`src/rtl/cordic_phase_sequencer.sv`:
```
// Phase sequencer feeding an 8-bit CORDIC sine core.
// A prescaled NCO phase accumulator is folded into a first-quadrant angle
// (0..90 degrees). The angle is handed to the core over a start/done handshake.
// The returned y is sign-corrected by quadrant to give a full-wave signed sample.
module cordic_phase_sequencer #(
    parameter int PHASE_W  = 16,
    parameter int PRESCALE = 256,
    parameter int X0       = 77,
    parameter int TIMEOUT  = 32
) (
    input  logic               clk,
    input  logic               rst_n,
    input  logic               en,
    input  logic [PHASE_W-1:0] freq_word,
    input  logic               phase_clr,
    output logic               cordic_start,
    output logic [7:0]         cordic_angle,
    output logic [7:0]         cordic_x0,
    input  logic               cordic_done,
    input  logic signed [7:0]  cordic_y,
    output logic signed [7:0]  sample,
    output logic               sample_valid,
    output logic               busy,
    output logic               timeout_err,
    output logic               overrun
);

    localparam int PS_W = (PRESCALE > 1) ? $clog2(PRESCALE) : 1;
    localparam int TO_W = (TIMEOUT > 1) ? $clog2(TIMEOUT) : 1;
    localparam logic [PS_W-1:0] PS_LAST = PS_W'(PRESCALE - 1);
    localparam logic [TO_W-1:0] TO_LAST = TO_W'(TIMEOUT - 1);

    typedef enum logic [1:0] {
        ST_IDLE,
        ST_ISSUE,
        ST_WAIT,
        ST_APPLY
    } state_t;

    state_t               state_reg, state_next;
    logic [PS_W-1:0]      ps_cnt_reg;
    logic [PHASE_W-1:0]   phase_reg;
    logic [TO_W-1:0]      wait_cnt_reg;
    logic [7:0]           angle_reg;
    logic                 neg_reg;
    logic signed [7:0]    sample_reg;
    logic                 timeout_reg;
    logic                 overrun_reg;

    logic                 tick;
    logic [1:0]           fold_quad;
    logic [7:0]           fold_frac;
    logic [7:0]           fold_a;
    logic [7:0]           fold_angle;
    logic signed [7:0]    y_clamped;
    logic signed [7:0]    sample_new;

    // A clear in the same cycle swallows the tick so the restart is clean.
    assign tick = en && (ps_cnt_reg == PS_LAST) && !phase_clr;

    // Fold: top two phase bits select the quadrant; the next eight bits scale to 0..89 degrees.
    assign fold_quad  = phase_reg[PHASE_W-1 -: 2];
    assign fold_frac  = phase_reg[PHASE_W-3 -: 8];
    assign fold_a     = 8'(({8'd0, fold_frac} * 16'd90) >> 8);
    assign fold_angle = fold_quad[0] ? (8'd90 - fold_a) : fold_a;

    // Negative y is treated as zero so the output never reaches -128.
    assign y_clamped  = cordic_y[7] ? 8'sd0 : cordic_y;
    assign sample_new = neg_reg ? -y_clamped : y_clamped;

    assign cordic_x0    = 8'(X0);
    assign cordic_angle = angle_reg;
    assign sample       = sample_reg;
    assign timeout_err  = timeout_reg;
    assign overrun      = overrun_reg;

    // Sample-rate prescaler: free-runs while enabled and holds its count when disabled.
    always_ff @(posedge clk or negedge rst_n) begin
        if (!rst_n) begin
            ps_cnt_reg <= '0;
        end else if (phase_clr) begin
            ps_cnt_reg <= '0;
        end else if (en) begin
            ps_cnt_reg <= (ps_cnt_reg == PS_LAST) ? '0 : ps_cnt_reg + 1'b1;
        end
    end

    // NCO accumulator advances on every tick, even when that tick cannot be serviced.
    always_ff @(posedge clk or negedge rst_n) begin
        if (!rst_n) begin
            phase_reg <= '0;
        end else if (phase_clr) begin
            phase_reg <= '0;
        end else if (tick) begin
            phase_reg <= phase_reg + freq_word;
        end
    end

    // Capture the folded pre-increment phase when an idle tick starts a conversion.
    always_ff @(posedge clk or negedge rst_n) begin
        if (!rst_n) begin
            angle_reg <= '0;
            neg_reg   <= 1'b0;
        end else if (tick && (state_reg == ST_IDLE)) begin
            angle_reg <= fold_angle;
            neg_reg   <= fold_quad[1];
        end
    end

    // Cycle count in WAIT, used to bound how long the core may take.
    always_ff @(posedge clk or negedge rst_n) begin
        if (!rst_n) begin
            wait_cnt_reg <= '0;
        end else if (state_reg == ST_WAIT) begin
            wait_cnt_reg <= wait_cnt_reg + 1'b1;
        end else begin
            wait_cnt_reg <= '0;
        end
    end

    // Load the sample when entering APPLY, so the new value appears together with sample_valid.
    always_ff @(posedge clk or negedge rst_n) begin
        if (!rst_n) begin
            sample_reg <= '0;
        end else if ((state_reg == ST_WAIT) && cordic_done) begin
            sample_reg <= sample_new;
        end
    end

    // Sticky error flags. Only reset clears them.
    always_ff @(posedge clk or negedge rst_n) begin
        if (!rst_n) begin
            timeout_reg <= 1'b0;
            overrun_reg <= 1'b0;
        end else begin
            if ((state_reg == ST_WAIT) && !cordic_done && (wait_cnt_reg == TO_LAST)) begin
                timeout_reg <= 1'b1;
            end
            if (tick && (state_reg != ST_IDLE)) begin
                overrun_reg <= 1'b1;
            end
        end
    end

    // FSM state register.
    always_ff @(posedge clk or negedge rst_n) begin
        if (!rst_n) begin
            state_reg <= ST_IDLE;
        end else begin
            state_reg <= state_next;
        end
    end

    // FSM next state and handshake outputs. cordic_done is only considered in WAIT.
    always_comb begin
        state_next   = state_reg;
        cordic_start = 1'b0;
        busy         = 1'b0;
        sample_valid = 1'b0;
        case (state_reg)
            ST_IDLE: begin
                if (tick) begin
                    state_next = ST_ISSUE;
                end
            end
            ST_ISSUE: begin
                cordic_start = 1'b1;
                busy         = 1'b1;
                state_next   = ST_WAIT;
            end
            ST_WAIT: begin
                busy = 1'b1;
                if (cordic_done) begin
                    state_next = ST_APPLY;
                end else if (wait_cnt_reg == TO_LAST) begin
                    state_next = ST_IDLE;
                end
            end
            ST_APPLY: begin
                busy         = 1'b1;
                sample_valid = 1'b1;
                state_next   = ST_IDLE;
            end
            default: begin
                state_next = ST_IDLE;
            end
        endcase
    end

endmodule
```
`config.mk`:
```
export PLATFORM = sky130hd
export DESIGN_NAME = cordic_phase_sequencer
export DESIGN_NICKNAME = d
export VERILOG_FILES = /design/src/rtl/cordic_phase_sequencer.sv
export SDC_FILE = /design/constraint.sdc
export NUM_CORES = 1
export LEC_CHECK = 0
export BUFFER_PORTS_ARGS = -buffer_cell sky130_fd_sc_hd__buf_2
export CORE_MARGIN = 2
export CORE_UTILIZATION = 55
export CTS_CLUSTER_DIAMETER = 120
export CTS_CLUSTER_SIZE = 16
export DETAILED_ROUTE_END_ITERATION = 12
export GPL_TIMING_DRIVEN = 0
export PLACE_DENSITY = 0.77
export SKIP_CTS_REPAIR_TIMING = 1
export SKIP_LAST_GASP = 1
export SYNTH_ARGS = -nofsm -noshare
export SYNTH_HDL_FRONTEND = slang
export SYNTH_SLANG_ARGS = --single-unit
```
`constraint.sdc`:
```
create_clock -name clk -period 10.8 [get_ports clk]
set_input_delay 1.62 -clock clk [delete_from_list [all_inputs] [get_ports clk]]
set_output_delay 1.62 -clock clk [all_outputs]
set_load 0.005 [all_outputs]
```
**After elaboration in Yosys (flattened, before gate mapping)**

Cells that the tools add are included.

- Register bits after elaboration: 50

- Mux-type cells: 16
- Equality and inequality tests: 7
- Multipliers: 1
- Add/subtract/negate cells: 5
- Reduce and logical (&&, ||, !) cells: 15

Operator list:

| operator | number |
|---|---|
| 8-bit two-way mux | 5 |
| 16-bit two-way mux | 2 |
| 16-bit adder | 1 |
| 8-bit by 6-bit multiplier with 14-bit output (second input constant) | 1 |
| 8-bit by 1-bit adder with 8-bit output (second input constant) | 1 |
| 8-bit == test (second input constant) | 1 |
| 7-bit negator with 8-bit output | 1 |
| 2-bit one-hot mux with 4 select lines | 1 |
| 7-bit by 7-bit subtractor with 8-bit output (first input constant) | 1 |
| 1-bit logical AND | 7 |
| 7-bit two-way mux | 1 |
| 2-bit two-way mux | 3 |
| 2-bit nonzero test | 3 |
| 5-bit by 1-bit adder with 5-bit output (second input constant) | 1 |
| 5-bit == test (second input constant) | 1 |
| 5-bit two-way mux | 1 |
| 2-bit == test (second input constant) | 2 |
| 1-bit two-way mux | 3 |
| 3-bit by 2-bit inequality test with 1-bit output (second input constant) | 1 |
| 3-bit OR reduction | 1 |
| 2-bit by 1-bit == test with 1-bit output (second input constant) | 1 |
| 1-bit zero test | 2 |
| 2-bit zero test | 1 |
| 2-bit inequality test (second input constant) | 1 |
| 2-bit AND reduction | 1 |

**Depth between registers and ports, before layout**

Gate-level depths: netlist of the first run.

- Depth after elaboration: 5
- Mapped depth: 18
- Gate-level depth less buffers: 17

**Worst setup path after synthesis of the first run**

OpenSTA, ideal clock, no wires.

- Kind: flip-flop to flip-flop
- From: register phase_reg[8]
- To: register angle_reg[6], in the netlist cordic_angle[6]
- Clock period less this slack: 4286 ps
- Setup time: 124 ps
- Arrival time: 4162 ps
- Cell stages (with the launch flop): 18
- Data required time: 10676 ps
- Setup slack: 6514 ps
- Path through: dfrtp_1 -> ha_1 -> inv_1 -> fa_1 -> inv_1 -> fa_1 -> ha_1 -> or4_4 -> buf_6 -> nand3_1 -> nor2b_1 -> ha_1 -> o22a_1 -> a311oi_1 -> a211o_1 -> o31ai_1 -> o211a_1 -> o31ai_2

- Cells in the longest elaborated chain, start to end: 3

RTL lines:

| item | line | RTL |
|---|---|---|
| start, declared | 42 | `logic [PHASE_W-1:0] phase_reg;` |
| start signal, assigned | 95 | `phase_reg <= phase_reg + freq_word;` |
| 8-bit by 6-bit multiplier with 14-bit output * | 64 | `assign fold_a = 8'(({8'd0, fold_frac} * 16'd90) >> 8);` |
| 7-bit by 7-bit subtractor with 8-bit output | 65 | `assign fold_angle = fold_quad[0] ? (8'd90 - fold_a) : fold_a;` |
| 8-bit two-way mux * | 65 |  |
| end signal, assigned | 105 | `angle_reg <= fold_angle;` |
| end, declared | 44 | `logic [7:0] angle_reg;` |

Every way passes the cells marked *; elsewhere a longest branch is shown, timed or not.
A chain may end at the register's enable or synchronous reset.

**Final worst setup path of the first run**

Ends and elaborated chain as after synthesis.

==> results of run 1 <==
## per-layer routing
layer  GRT usage [%]  part of all wire [%]  up-vias
li1                -                     -     1694
met1            27.8                    45     1569
met2            38.2                    50       47
met3            4.06                   3.1        9
met4            5.83                   1.2        0
met5               0                     0        -
## where the power goes
part	internal, mW	total [mW]	switching (mW)	leakage [nW]
clock network	0.0444	0.113	0.0681	0.0362
registers	0.204	0.215	0.0110	0.687
logic	0.0341	0.0777	0.0436	1.57
total	0.283	0.406	0.123	2.30
## kinds of logic after synthesis
kind of cell / Yosys count
XOR/XNOR: 25
flip-flops: 50
AND/OR/NAND/NOR: 164
AO/OA/AOI/OAI: 106
buffers and inverters: 57
multiplexers: 3
adder cells (fa/ha/maj): 53
other: 2
## area by class of cell
| type | count | area [um2] | share of cell area [%] |
|---|---|---|---|
| sequential | 50 | 1250 | 28.1 |
| multi-input combinational | 359 | 2510 | 56.3 |
| timing repair buffer | 47 | 235 | 5.28 |
| clock buffer | 5 | 68.8 | 1.54 |
| inverter | 33 | 124 | 2.78 |
| buffer | 24 | 128 | 2.86 |
| clock inverter | 2 | 15.0 | 0.337 |
| tap | 99 | 124 | 2.78 |
## through the flow
| step | total power, mW | util [%] | area (um2) | setup slack (ns) |
|---|---|---|---|---|
| finish | 0.406 | 62.4 | 4460 | 6.04 |
| global route | 0.432 | 62.4 | 4460 | 5.73 |
| CTS | 0.409 | 62.4 | 4460 | 6.03 |
| detailed placement | 0.298 | 61.3 | 4370 | 6.05 |
| global placement | 0.295 | 61.3 | 4370 | 6.17 |
| floorplan | 0.263 | - | 4010 | 6.51 |
## Yosys cell counts, types with 4 or more instances
| cell | n | area [um2] |
|---|---|---|
| sky130_fd_sc_hd__nand2b_1 | 9 | 56.3 |
| sky130_fd_sc_hd__a21o_1 | 9 | 67.6 |
| sky130_fd_sc_hd__xor2_1 | 9 | 78.8 |
| sky130_fd_sc_hd__a211oi_1 | 4 | 30.0 |
| sky130_fd_sc_hd__and3_1 | 5 | 31.3 |
| sky130_fd_sc_hd__and2_1 | 8 | 50.1 |
| sky130_fd_sc_hd__nor2b_1 | 7 | 43.8 |
| sky130_fd_sc_hd__nor3_1 | 8 | 40.0 |
| sky130_fd_sc_hd__o21ai_0 | 25 | 125 |
| sky130_fd_sc_hd__nor2_1 | 38 | 143 |
| sky130_fd_sc_hd__buf_4 | 8 | 60.1 |
| sky130_fd_sc_hd__o31ai_1 | 4 | 30.0 |
| sky130_fd_sc_hd__nand2_1 | 58 | 218 |
| sky130_fd_sc_hd__nand3_1 | 12 | 60.1 |
| sky130_fd_sc_hd__fa_1 | 10 | 200 |
| sky130_fd_sc_hd__inv_1 | 33 | 124 |
| sky130_fd_sc_hd__ha_1 | 43 | 538 |
| sky130_fd_sc_hd__o21a_1 | 4 | 30.0 |
| sky130_fd_sc_hd__nand4_1 | 4 | 25.0 |
| sky130_fd_sc_hd__a21oi_1 | 32 | 160 |
| sky130_fd_sc_hd__xnor2_1 | 16 | 140 |
| sky130_fd_sc_hd__clkbuf_1 | 13 | 48.8 |
| sky130_fd_sc_hd__dfrtp_1 | 50 | 1250 |
| sky130_fd_sc_hd__o21bai_1 | 5 | 37.5 |
## critical path: stages (launching register included)
cell and delay (ns):
sky130_fd_sc_hd__dfrtp_1 0.44, sky130_fd_sc_hd__ha_1 0.32, sky130_fd_sc_hd__inv_1 0.06, sky130_fd_sc_hd__fa_1 0.52
sky130_fd_sc_hd__inv_1 0.05, sky130_fd_sc_hd__fa_1 0.47, sky130_fd_sc_hd__ha_1 0.21, sky130_fd_sc_hd__or4_4 0.51
sky130_fd_sc_hd__buf_6 0.15, sky130_fd_sc_hd__nand3_1 0.09, sky130_fd_sc_hd__nor2b_1 0.31, sky130_fd_sc_hd__ha_1 0.27
sky130_fd_sc_hd__o22a_1 0.15, sky130_fd_sc_hd__a311oi_1 0.05, sky130_fd_sc_hd__a211o_1 0.32, sky130_fd_sc_hd__o31ai_1 0.44
sky130_fd_sc_hd__o211a_1 0.22, sky130_fd_sc_hd__o31ai_2 0.06
## placed cells by master, fill, tap and decap left out, types with 3 or more instances in the layout
| master | instances |
|---|---|
| sky130_fd_sc_hd__nor3_1 | 8 |
| sky130_fd_sc_hd__xor2_1 | 9 |
| sky130_fd_sc_hd__nand2b_1 | 9 |
| sky130_fd_sc_hd__buf_4 | 8 |
| sky130_fd_sc_hd__inv_1 | 33 |
| sky130_fd_sc_hd__conb_1 | 8 |
| sky130_fd_sc_hd__o21ai_0 | 25 |
| sky130_fd_sc_hd__clkbuf_8 | 5 |
| sky130_fd_sc_hd__ha_1 | 43 |
| sky130_fd_sc_hd__nand2_1 | 58 |
| sky130_fd_sc_hd__and2_1 | 8 |
| sky130_fd_sc_hd__buf_2 | 47 |
| sky130_fd_sc_hd__mux2i_1 | 3 |
| sky130_fd_sc_hd__nor2b_1 | 7 |
| sky130_fd_sc_hd__nand3_1 | 12 |
| sky130_fd_sc_hd__clkbuf_1 | 13 |
| sky130_fd_sc_hd__fa_1 | 10 |
| sky130_fd_sc_hd__xnor2_1 | 16 |
| sky130_fd_sc_hd__a211oi_1 | 4 |
| sky130_fd_sc_hd__nand4_1 | 4 |
| sky130_fd_sc_hd__a21o_1 | 9 |
| sky130_fd_sc_hd__dfrtp_1 | 50 |
| sky130_fd_sc_hd__o21a_1 | 4 |
| sky130_fd_sc_hd__and3_1 | 5 |
| sky130_fd_sc_hd__nor2_1 | 38 |
| sky130_fd_sc_hd__o21bai_1 | 5 |
| sky130_fd_sc_hd__a21oi_1 | 32 |
| sky130_fd_sc_hd__o31ai_1 | 4 |
## worst min-delay path by stage
| stage | start | depth (start not counted) | slack (ns) | end |
|---|---|---|---|---|
| floorplan | wait_cnt_reg[0]$_DFF_PN0_ | 1 | 0.43 | wait_cnt_reg[0]$_DFF_PN0_ |
| global placement | timeout_err$_DFFE_PN0P_ | 1 | 0.43 | timeout_err$_DFFE_PN0P_ |
| detailed placement | overrun$_DFFE_PN0P_ | 1 | 0.44 | overrun$_DFFE_PN0P_ |
| CTS | overrun$_DFFE_PN0P_ | 1 | 0.46 | overrun$_DFFE_PN0P_ |
| global route | timeout_err$_DFFE_PN0P_ | 1 | 0.47 | timeout_err$_DFFE_PN0P_ |
| finish | overrun$_DFFE_PN0P_ | 1 | 0.46 | overrun$_DFFE_PN0P_ |
==> summary.md, run 1 <==
| Metric | Value |
|---|---|
| Required time of the critical path | `11.00 ns` |
| Min Hold Slack | `0.457 ns` |
| Count of distinct cell types in the synthesized netlist | `62` |
| Cell area power density | `91.0 mW/mm2` |
| Maximum fanout count along the critical path | `6` |
| Number of nets in the layout | `602` |
| Syn avg cell area | `8.68 um2` |
| Number of placed instances with taps included | `612` |
| Most used flip-flop cell after synthesis | `sky130_fd_sc_hd__dfrtp_1` |
| Standard-cell rows | `31` |
| Vias post-DR | `3,319` |
| First-pass GRT wire length | `13.6 mm` |
| Cell area after synthesis | `0.00399 mm2` |
| P&R area growth vs syn | `11.7%` |
| Pre-Repair DR Iteration Count | `4` |
| Share of the synthesized netlist area taken by xor and xnor gates | `5.49%` |
| Length in cells of the worst reg-to-reg path | `17` |
| Ports | `58` |
| Buffer depth of the longest clock path | `2` |
| Arrival time at the worst endpoint | `4.97 ns` |
| Largest register FFs | `16` |
| Gate count of the mapped netlist | `460` |
| Fraction of the mapped netlist area in compound gates | `17.8%` |
| Crit. Startpoint | `phase_reg[8]$_DFFE_PN0P_` |
| Non-filler cells in the finished layout | `619` |
| Routed vias/inst | `5.36` |
| Adder-Cell Fraction of Synth Area | `18.5%` |
| Largest net degree at the start of global routing | `51` |
| Worst flop-to-flop path endpoint | `cordic_angle[6]$_DFFE_PN0P_` |
| Number of synthesized flops with an enable pin | `0` |
| Width of the die | `89.2 um` |
| Flip-flop and latch count after synthesis | `50` |
| Share of layout cells above drive strength 1 | `14.0%` |
| Final Setup Violations | `0` |
| Initial standard-cell utilization of the core | `55.9%` |
| Routed Wire Length | `8.15 mm` |
| Reg-to-reg setup timing slack | `6.04 ns` |
| Total die area | `0.00795 mm2` |
| Total number of H-tree levels | `2` |
| Type of the setup path with the least slack | `flop to flop` |
| Quantity of I/O buffers inserted on ports | `47` |
| Main combinational cell family by area after synthesis | `simple AND/OR/NAND/NOR gates` |
| Proportion of synthesized area in mux cells | `0.752%` |
| Share of synthesized flip-flops with an asynchronous set or reset | `100%` |
| Clock Tree Root | `sky130_fd_sc_hd__clkbuf_8` |
| CTS tree | `built` |
| Final hold vios | `0` |
| Sequential cell area fraction in the yosys report | `31.3%` |
| Area share of and/or/nand/nor cells after synthesis | `19.7%` |
| Initial antenna violation count | `0` |
| DR WL/cell | `13.2 um` |
| Clock transition at the registers of the reported paths | `0.10 ns` |
| Max Slew Vio Count | `0` |
| Yosys warnings | `0` |
| Sum of negative setup slack | `0 ns` |
| Post-route DRC violation count | `0` |
| Reg-to-reg startpoint | `phase_reg[8]$_DFFE_PN0P_` |
| Overall die height | `89.2 um` |
| Number of global-route vias before repair | `3,048` |
| Relative slew slack | `27.3%` |
| Critical path capture point | `cordic_angle[6]$_DFFE_PN0P_` |
| Total routing usage reported by global routing | `21.9%` |
| Maximum clock rate | `210 MHz` |
| HPWL after DPL | `6.45 mm` |
| Routability cong. | `0.831` |
| Antenna fix cells | `0` |
| Worst clock skew on the final layout | `0.00541 ns` |
| Peak supply drop | `74.1 uV` |
| Clock buffers created by TritonCTS | `5` |
| Class of the most critical hold timing path | `flop to flop` |
| Floorplan Core Area | `0.00714 mm2` |
| Nature of the critical path endpoint | `flop` |
| Leftover overflow at the end of global routing | `0` |
| Setup repair after global routing missed its margin | `false` |
| Kind of start point of the critical path | `flop` |
| Outcome | `completed` |
| Least-Margin Pin Slew | `1.09 ns` |
| Number of antenna-violating nets in the routed design | `0` |
| # clock sinks | `50` |
| Period utilization | `44.1%` |
| LEAKAGE | `2.30 nW` |
| Number of max-capacitance violations reported | `0` |
| Clock latency reported for the late side of the worst-skew pair | `0.31 ns` |
| 1st-iter DRT viols | `105` |
| Post-layout min period | `4.76 ns` |
| Number of fill cells in the layout | `670` |
Power figures use the tool's default switching activity.
==> run 2: changes to the inputs <==
CORE_UTILIZATION = 53   (was 55)
PLACE_DENSITY = 0.78   (was 0.77)
clock period = 4 ns   (was 10.8 ns; I/O delays follow)
==> run 2 against run 1 <==
Clock power grew to 3.3 times the previous value. Non-clock buffer count grew 15. Critical endpoint unchanged. The run now ends with negative setup slack left. Die area grew 3.6%. Count of clock-buffer cells in the layout is the same. Combinational power grew to 2.7 times the previous value. Largest cell class unchanged. Highest routed layer unchanged.
==> summary.md, run 2 (synthesized netlist as in run 1, its figures left out) <==
| Metric | Value |
|---|---|
| Outcome | `finished with violations` |
| Violations in the final reports | `negative setup slack` |
| Type of the setup path with the least slack | `flop to flop` |
| Arrival time at the worst endpoint | `4.55 ns` |
| P&R area growth vs syn | `20.1%` |
| Most common library cell in the layout ignoring fill and taps | `sky130_fd_sc_hd__nand2_1` |
| Max Slew Vio Count | `0` |
| Post-layout min period | `4.33 ns` |
| Nature of the critical path endpoint | `flop` |
| Critical path capture point | `cordic_angle[6]$_DFFE_PN0P_` |
| Number of cells on the critical path | `17` |
| Largest net degree at the start of global routing | `51` |
| Master of the slowest instance on the critical path | `sky130_fd_sc_hd__or4_4` |
| Class of the most critical hold timing path | `flop to flop` |
| Initial standard-cell utilization of the core | `54.7%` |
| Final hold vios | `0` |
| Final Setup Violations | `4` |
| Vias post-DR | `3,453` |
| Total Power | `1.17 mW` |
| Min Hold Slack | `0.464 ns` |
| Reg-to-reg startpoint | `phase_reg[11]$_DFFE_PN0P_` |
| Number of nets in the layout | `617` |
| Maximum clock rate | `231 MHz` |
| # clock sinks | `50` |
| Period utilization | `108%` |
| Number of placed instances with taps included | `612` |
| Maximum fanout count along the critical path | `3` |
| Required time of the critical path | `4.21 ns` |
| Clock buffers created by TritonCTS | `5` |
| CTS tree | `built` |
| Final critical-path setup slack | `-0.334 ns` |
| Ports | `58` |
| 1st-iter DRT viols | `164` |
| Largest register FFs | `16` |
| Peak supply drop | `151 uV` |
| Share of layout cells above drive strength 1 | `21.3%` |
| Crit. Startpoint | `phase_reg[11]$_DFFE_PN0P_` |
| Routed Wire Length | `8.82 mm` |
| Crit path buffers/inverters | `2` |
| LEAKAGE | `2.39 nW` |
| Most frequent cells in the layout | `sky130_fd_sc_hd__nand2_1 (58), sky130_fd_sc_hd__buf_2 (47), sky130_fd_sc_hd__dfrtp_1 (46), sky130_fd_sc_hd__nor2_1 (38), sky130_fd_sc_hd__ha_1 (34)` |
| Number of antenna-violating nets in the routed design | `0` |
| Number of global-route vias before repair | `3,328` |
| Delay of the slowest critical-path stage | `0.56 ns` |
| Leftover overflow at the end of global routing | `0` |
| Standard-cell rows | `31` |
| Buffer depth of the longest clock path | `2` |
| Relative slew slack | `24.4%` |
| Length in cells of the worst reg-to-reg path | `17` |
| Kind of start point of the critical path | `flop` |
| Clock transition at the registers of the reported paths | `0.10 ns` |
| Post-route DRC violation count | `0` |
| Clock Tree Root | `sky130_fd_sc_hd__clkbuf_8` |
| Total die area | `0.00824 mm2` |
| Cell area power density | `243 mW/mm2` |
| Routed vias/inst | `5.44` |
| Width of the die | `90.8 um` |
| Routability cong. | `0.878` |
| Non-filler cells in the finished layout | `635` |
| Pre-Repair DR Iteration Count | `4` |
| Total routing usage reported by global routing | `21.5%` |
| Setup repair after global routing missed its margin | `true` |
| Overall die height | `90.8 um` |
| First-pass GRT wire length | `14.9 mm` |
| Initial antenna violation count | `0` |
| Reg-to-reg setup timing slack | `-0.33 ns` |
| Floorplan Core Area | `0.00729 mm2` |
| DR WL/cell | `13.9 um` |
| Worst flop-to-flop path endpoint | `cordic_angle[6]$_DFFE_PN0P_` |
| Family with the most delay on the worst path | `adder cells` |
| HPWL after DPL | `6.69 mm` |
| Total number of H-tree levels | `2` |
| Antenna fix cells | `0` |
| Quantity of I/O buffers inserted on ports | `47` |
| Clock latency reported for the late side of the worst-skew pair | `0.30 ns` |
| Number of max-capacitance violations reported | `0` |
| Cell type with the highest occurrence count on the critical path | `sky130_fd_sc_hd__ha_4` |
| Least-Margin Pin Slew | `1.13 ns` |
| Worst clock skew on the final layout | `0.00785 ns` |
| Critical-path cell list | `ha_4 -> ha_4 -> inv_2 -> fa_1 -> inv_1 -> ha_1 -> and4b_1 -> or4_4 -> a21oi_4 -> nor2b_4 -> ha_4 -> o22a_1 -> a311oi_1 -> a211o_1 -> o31ai_4 -> o211a_1 -> o31ai_2` |
run 2: changes by cell type in the layout (fill, tap and decap cells not counted), moves of 2 or more:
cell,before,now
sky130_fd_sc_hd__ha_1,43,34
sky130_fd_sc_hd__nand3_1,12,9
sky130_fd_sc_hd__dfrtp_2,0,4
sky130_fd_sc_hd__ha_2,0,2
sky130_fd_sc_hd__ha_4,0,7
sky130_fd_sc_hd__a21oi_1,32,30
sky130_fd_sc_hd__nand3_2,0,2
sky130_fd_sc_hd__dfrtp_1,50,46
sky130_fd_sc_hd__buf_4,8,23
sky130_fd_sc_hd__nor2b_1,7,5
run 2: final cells by class:
type	instances	area, um2
fill	651	2500
timing repair buffer	63	359
clock inverter	3	48.8
sequential	50	1260
multi-input combinational	359	2700
clock buffer	5	68.8
inverter	33	124
buffer	23	116
tap	99	124
run 2: power breakdown:
part / internal, mW / switching, mW
sequential: 0.552 / 0.0321
combinational: 0.0925 / 0.121
clock: 0.191 / 0.179
run 2: routing by layer:
| metal | up-vias | track usage, % | wire, um |
|---|---|---|---|
| met4 | 0 | 4.42 | 88 |
| met2 | 49 | 38.9 | 4550 |
| met1 | 1678 | 27.9 | 3970 |
| li1 | 1720 | - | - |
| met3 | 6 | 2.17 | 207 |
| met5 | - | 0 | 0 |
run 2: worst min-delay path by stage:
stage / startpoint / end / slack [ns] / depth (start not counted)
2_1_floorplan: rst_n / cordic_angle[0]$_DFFE_PN0P_ / 0.30 / 0
3_3_place_gp: overrun$_DFFE_PN0P_ / overrun$_DFFE_PN0P_ / 0.44 / 1
3_5_place_dp: overrun$_DFFE_PN0P_ / overrun$_DFFE_PN0P_ / 0.44 / 1
4_1_cts: overrun$_DFFE_PN0P_ / overrun$_DFFE_PN0P_ / 0.47 / 1
5_1_grt: overrun$_DFFE_PN0P_ / overrun$_DFFE_PN0P_ / 0.49 / 1
6_report: timeout_err$_DFFE_PN0P_ / timeout_err$_DFFE_PN0P_ / 0.46 / 1
run 2: through the flow:
| stage | setup TNS, ns | area (um2) | setup slack (ns) | utilization [%] |
|---|---|---|---|---|
| 3_3_place_gp | -0.398 | 4420 | -0.214 | 60.6 |
| 5_1_grt | -1.06 | 4790 | -0.440 | 65.7 |
| 3_5_place_dp | -0.580 | 4420 | -0.274 | 60.6 |
| 2_1_floorplan | 0 | 4060 | 0.00225 | - |
| 4_1_cts | -0.696 | 4530 | -0.312 | 62.2 |
| 6_report | -0.608 | 4790 | -0.334 | 65.7 |
==> run 3: changes to the inputs <==
SKIP_CTS_REPAIR_TIMING = default   (was 1)
==> run 3 against run 2 <==
Worst hold slack is essentially flat. Global-route usage increased by 1.0 points. First-iteration DRC count did not move. Maximum frequency is 1.8% higher. Critical path depth unchanged. Critical endpoint is now cordic_angle[4]$_DFFE_PN0P_. Non-clock buffer count rose by 1. Final cell count increased by 0.16%. Largest power group unchanged. Count of clock-buffer cells in the layout did not move. Worst setup slack improved by 0.075 ns. The flow still finishes with violations (negative setup slack). Clock power is essentially flat.
==> summary.md, run 3 (synthesized netlist as in run 1, its figures left out) <==
| Metric | Value |
|---|---|
| Outcome | `finished with violations` |
| Violations in the final reports | `negative setup slack` |
| Ports | `58` |
| Final hold vios | `0` |
| Most common library cell in the layout ignoring fill and taps | `sky130_fd_sc_hd__nand2_1` |
| Type of the setup path with the least slack | `flop to flop` |
| Delay of the slowest critical-path stage | `0.56 ns` |
| Reg-to-reg startpoint | `phase_reg[8]$_DFFE_PN0P_` |
| Initial antenna violation count | `0` |
| Post-layout min period | `4.26 ns` |
| Master of the slowest instance on the critical path | `sky130_fd_sc_hd__or4_4` |
| Endpoint with the worst hold slack | `timeout_err$_DFFE_PN0P_` |
| Least-Margin Pin Slew | `1.13 ns` |
| Reg-to-reg setup timing slack | `-0.26 ns` |
| Quantity of I/O buffers inserted on ports | `47` |
| Most frequent cells in the layout | `sky130_fd_sc_hd__nand2_1 (58), sky130_fd_sc_hd__dfrtp_1 (48), sky130_fd_sc_hd__buf_2 (47), sky130_fd_sc_hd__nor2_1 (37), sky130_fd_sc_hd__ha_1 (35)` |
| Total number of H-tree levels | `2` |
| Nature of the critical path endpoint | `flop` |
| Maximum fanout count along the critical path | `3` |
| Overall die height | `90.8 um` |
| Clock latency reported for the late side of the worst-skew pair | `0.30 ns` |
| Share of layout cells above drive strength 1 | `21.6%` |
| Length in cells of the worst reg-to-reg path | `17` |
| Total die area | `0.00824 mm2` |
| Setup repair after global routing missed its margin | `true` |
| CTS Hold Bufs | `0` |
| Largest net degree at the start of global routing | `51` |
| Required time of the critical path | `4.23 ns` |
| Number of antenna-violating nets in the routed design | `0` |
| Worst min-delay path startpoint | `timeout_err$_DFFE_PN0P_` |
| Largest register FFs | `16` |
| Number of placed instances with taps included | `612` |
| 1st-iter DRT viols | `164` |
| Clock buffers created by TritonCTS | `5` |
| DR WL/cell | `14.1 um` |
| P&R area growth vs syn | `20.6%` |
| Max Slew Vio Count | `0` |
| Cell area power density | `243 mW/mm2` |
| Kind of start point of the critical path | `flop` |
| Standard-cell rows | `31` |
| Cell type with the highest occurrence count on the critical path | `sky130_fd_sc_hd__ha_4` |
| Initial standard-cell utilization of the core | `54.7%` |
| Wl on met1 | `3.91 mm` |
| Pre-Repair DR Iteration Count | `4` |
| Worst flop-to-flop path endpoint | `cordic_angle[4]$_DFFE_PN0P_` |
| Class of the most critical hold timing path | `flop to flop` |
| # clock sinks | `50` |
| Routed Wire Length | `8.97 mm` |
| Routability cong. | `0.878` |
| Final critical-path setup slack | `-0.260 ns` |
| CTS tree | `built` |
| Post-Place Setup Slack | `-0.274 ns` |
| Maximum clock rate | `235 MHz` |
| Arrival time at the worst endpoint | `4.49 ns` |
| Width of the die | `90.8 um` |
| Non-filler cells in the finished layout | `636` |
| Worst hold stages | `1` |
| Vias post-DR | `3,466` |
| Peak supply drop | `152 uV` |
| Number of global-route vias before repair | `3,487` |
| Final Setup Violations | `4` |
| Routed vias/inst | `5.45` |
| Floorplan Core Area | `0.00729 mm2` |
| Clock Tree Root | `sky130_fd_sc_hd__clkbuf_8` |
| Critical-path cell list | `ha_4 -> inv_2 -> fa_1 -> inv_2 -> fa_1 -> ha_4 -> or4_4 -> nand3_2 -> nor2b_4 -> ha_4 -> buf_4 -> nand2b_1 -> a211o_1 -> buf_6 -> a211oi_2 -> nor2b_2 -> o21ai_1` |
| Met2 routed wirelength | `4.71 mm` |
| Number of fill cells in the layout | `645` |
| Number of nets in the layout | `618` |
| Highest Signal Layer | `met4` |
| Length of routed met3 wiring | `203 um` |
| Relative slew slack | `24.8%` |
| Buffer depth of the longest clock path | `2` |
| Number of max-capacitance violations reported | `0` |
| Post-route DRC violation count | `0` |
| Worst clock skew on the final layout | `0.00770 ns` |
| LEAKAGE | `2.41 nW` |
| Total routing usage reported by global routing | `22.5%` |
| Period utilization | `106%` |
| Leftover overflow at the end of global routing | `0` |
| Antenna fix cells | `0` |
| HPWL after DPL | `6.69 mm` |
| First-pass GRT wire length | `15.5 mm` |
| Clock transition at the registers of the reported paths | `0.10 ns` |
run 3: changes by cell type in the layout (fill, tap and decap cells not counted), moves of 2 or more:
cell | before | now
sky130_fd_sc_hd__inv_1 | 32 | 30
sky130_fd_sc_hd__inv_2 | 1 | 3
sky130_fd_sc_hd__buf_6 | 1 | 3
sky130_fd_sc_hd__dfrtp_1 | 46 | 48
sky130_fd_sc_hd__dfrtp_2 | 4 | 2
run 3: per-stage QoR:
stage | hold slack, ns | setup TNS (ns) | util [%] | power [mW] | area, um2
floorplan | 0.304 | 0 | - | 0.709 | 4060
global placement | 0.438 | -0.398 | 60.6 | 0.799 | 4420
detailed placement | 0.443 | -0.580 | 60.6 | 0.809 | 4420
CTS | 0.467 | -0.271 | 64.6 | 1.18 | 4710
global route | 0.493 | -1.11 | 66.0 | 1.23 | 4810
finish | 0.464 | -0.782 | 66.0 | 1.17 | 4810
run 3: final cells by class:
type                            count  area (um2)  share of cell area [%]
Multi-Input combinational cell    359        2700                    56.2
Sequential cell                    50        1250                    26.0
Timing Repair Buffer               64         374                    7.77
Inverter                           33         124                    2.57
Tap cell                           99         124                    2.57
Buffer                             23         116                    2.42
Clock buffer                        5        68.8                    1.43
Clock inverter                      3        48.8                    1.01
run 3: per-layer routing:
metal  GRT usage (%)  vias up
li1                -     1719
met5               0        -
met3            2.25       12
met1            28.1     1683
met2            41.6       52
met4            5.43        0
run 3: worst max-delay path: cells and delay by family (launching register included):
kind | cells | cell delay, ns
compound gates | 3 | 0.71
fa+ha+maj | 5 | 1.72
buf+inv | 4 | 0.34
flops | 1 | 0.44
simple gates | 5 | 0.99
run 3: worst max-delay path by stage:
stage | cells after the start | endpoint | start | slack, ns
after CTS | 15 | cordic_angle[6]$_DFFE_PN0P_ | phase_reg[9]$_DFFE_PN0P_ | -0.16
after global placement | 18 | cordic_angle[6]$_DFFE_PN0P_ | phase_reg[9]$_DFFE_PN0P_ | -0.21
after floorplan | 17 | cordic_angle[6]$_DFFE_PN0P_ | phase_reg[10]$_DFFE_PN0P_ | 0.002
after global routing | 17 | cordic_angle[4]$_DFFE_PN0P_ | phase_reg[10]$_DFFE_PN0P_ | -0.36
after detailed placement | 17 | cordic_angle[6]$_DFFE_PN0P_ | phase_reg[10]$_DFFE_PN0P_ | -0.27
final | 17 | cordic_angle[4]$_DFFE_PN0P_ | phase_reg[8]$_DFFE_PN0P_ | -0.26
run 3: report_power, final:
group | switching, mW | internal, mW | total [mW]
sequential | 0.0319 | 0.552 | 0.584
combinational | 0.120 | 0.0925 | 0.213
clock | 0.180 | 0.191 | 0.371
total | 0.332 | 0.835 | 1.17
run 3: timing repair:
action	4_1_cts	5_1_grt
resized for setup	14	16
pin swaps	12	11
gates cloned	0	0
endpoints found under the setup margin	4	4
setup buffers	14	3
hold endpoints to repair	0	0
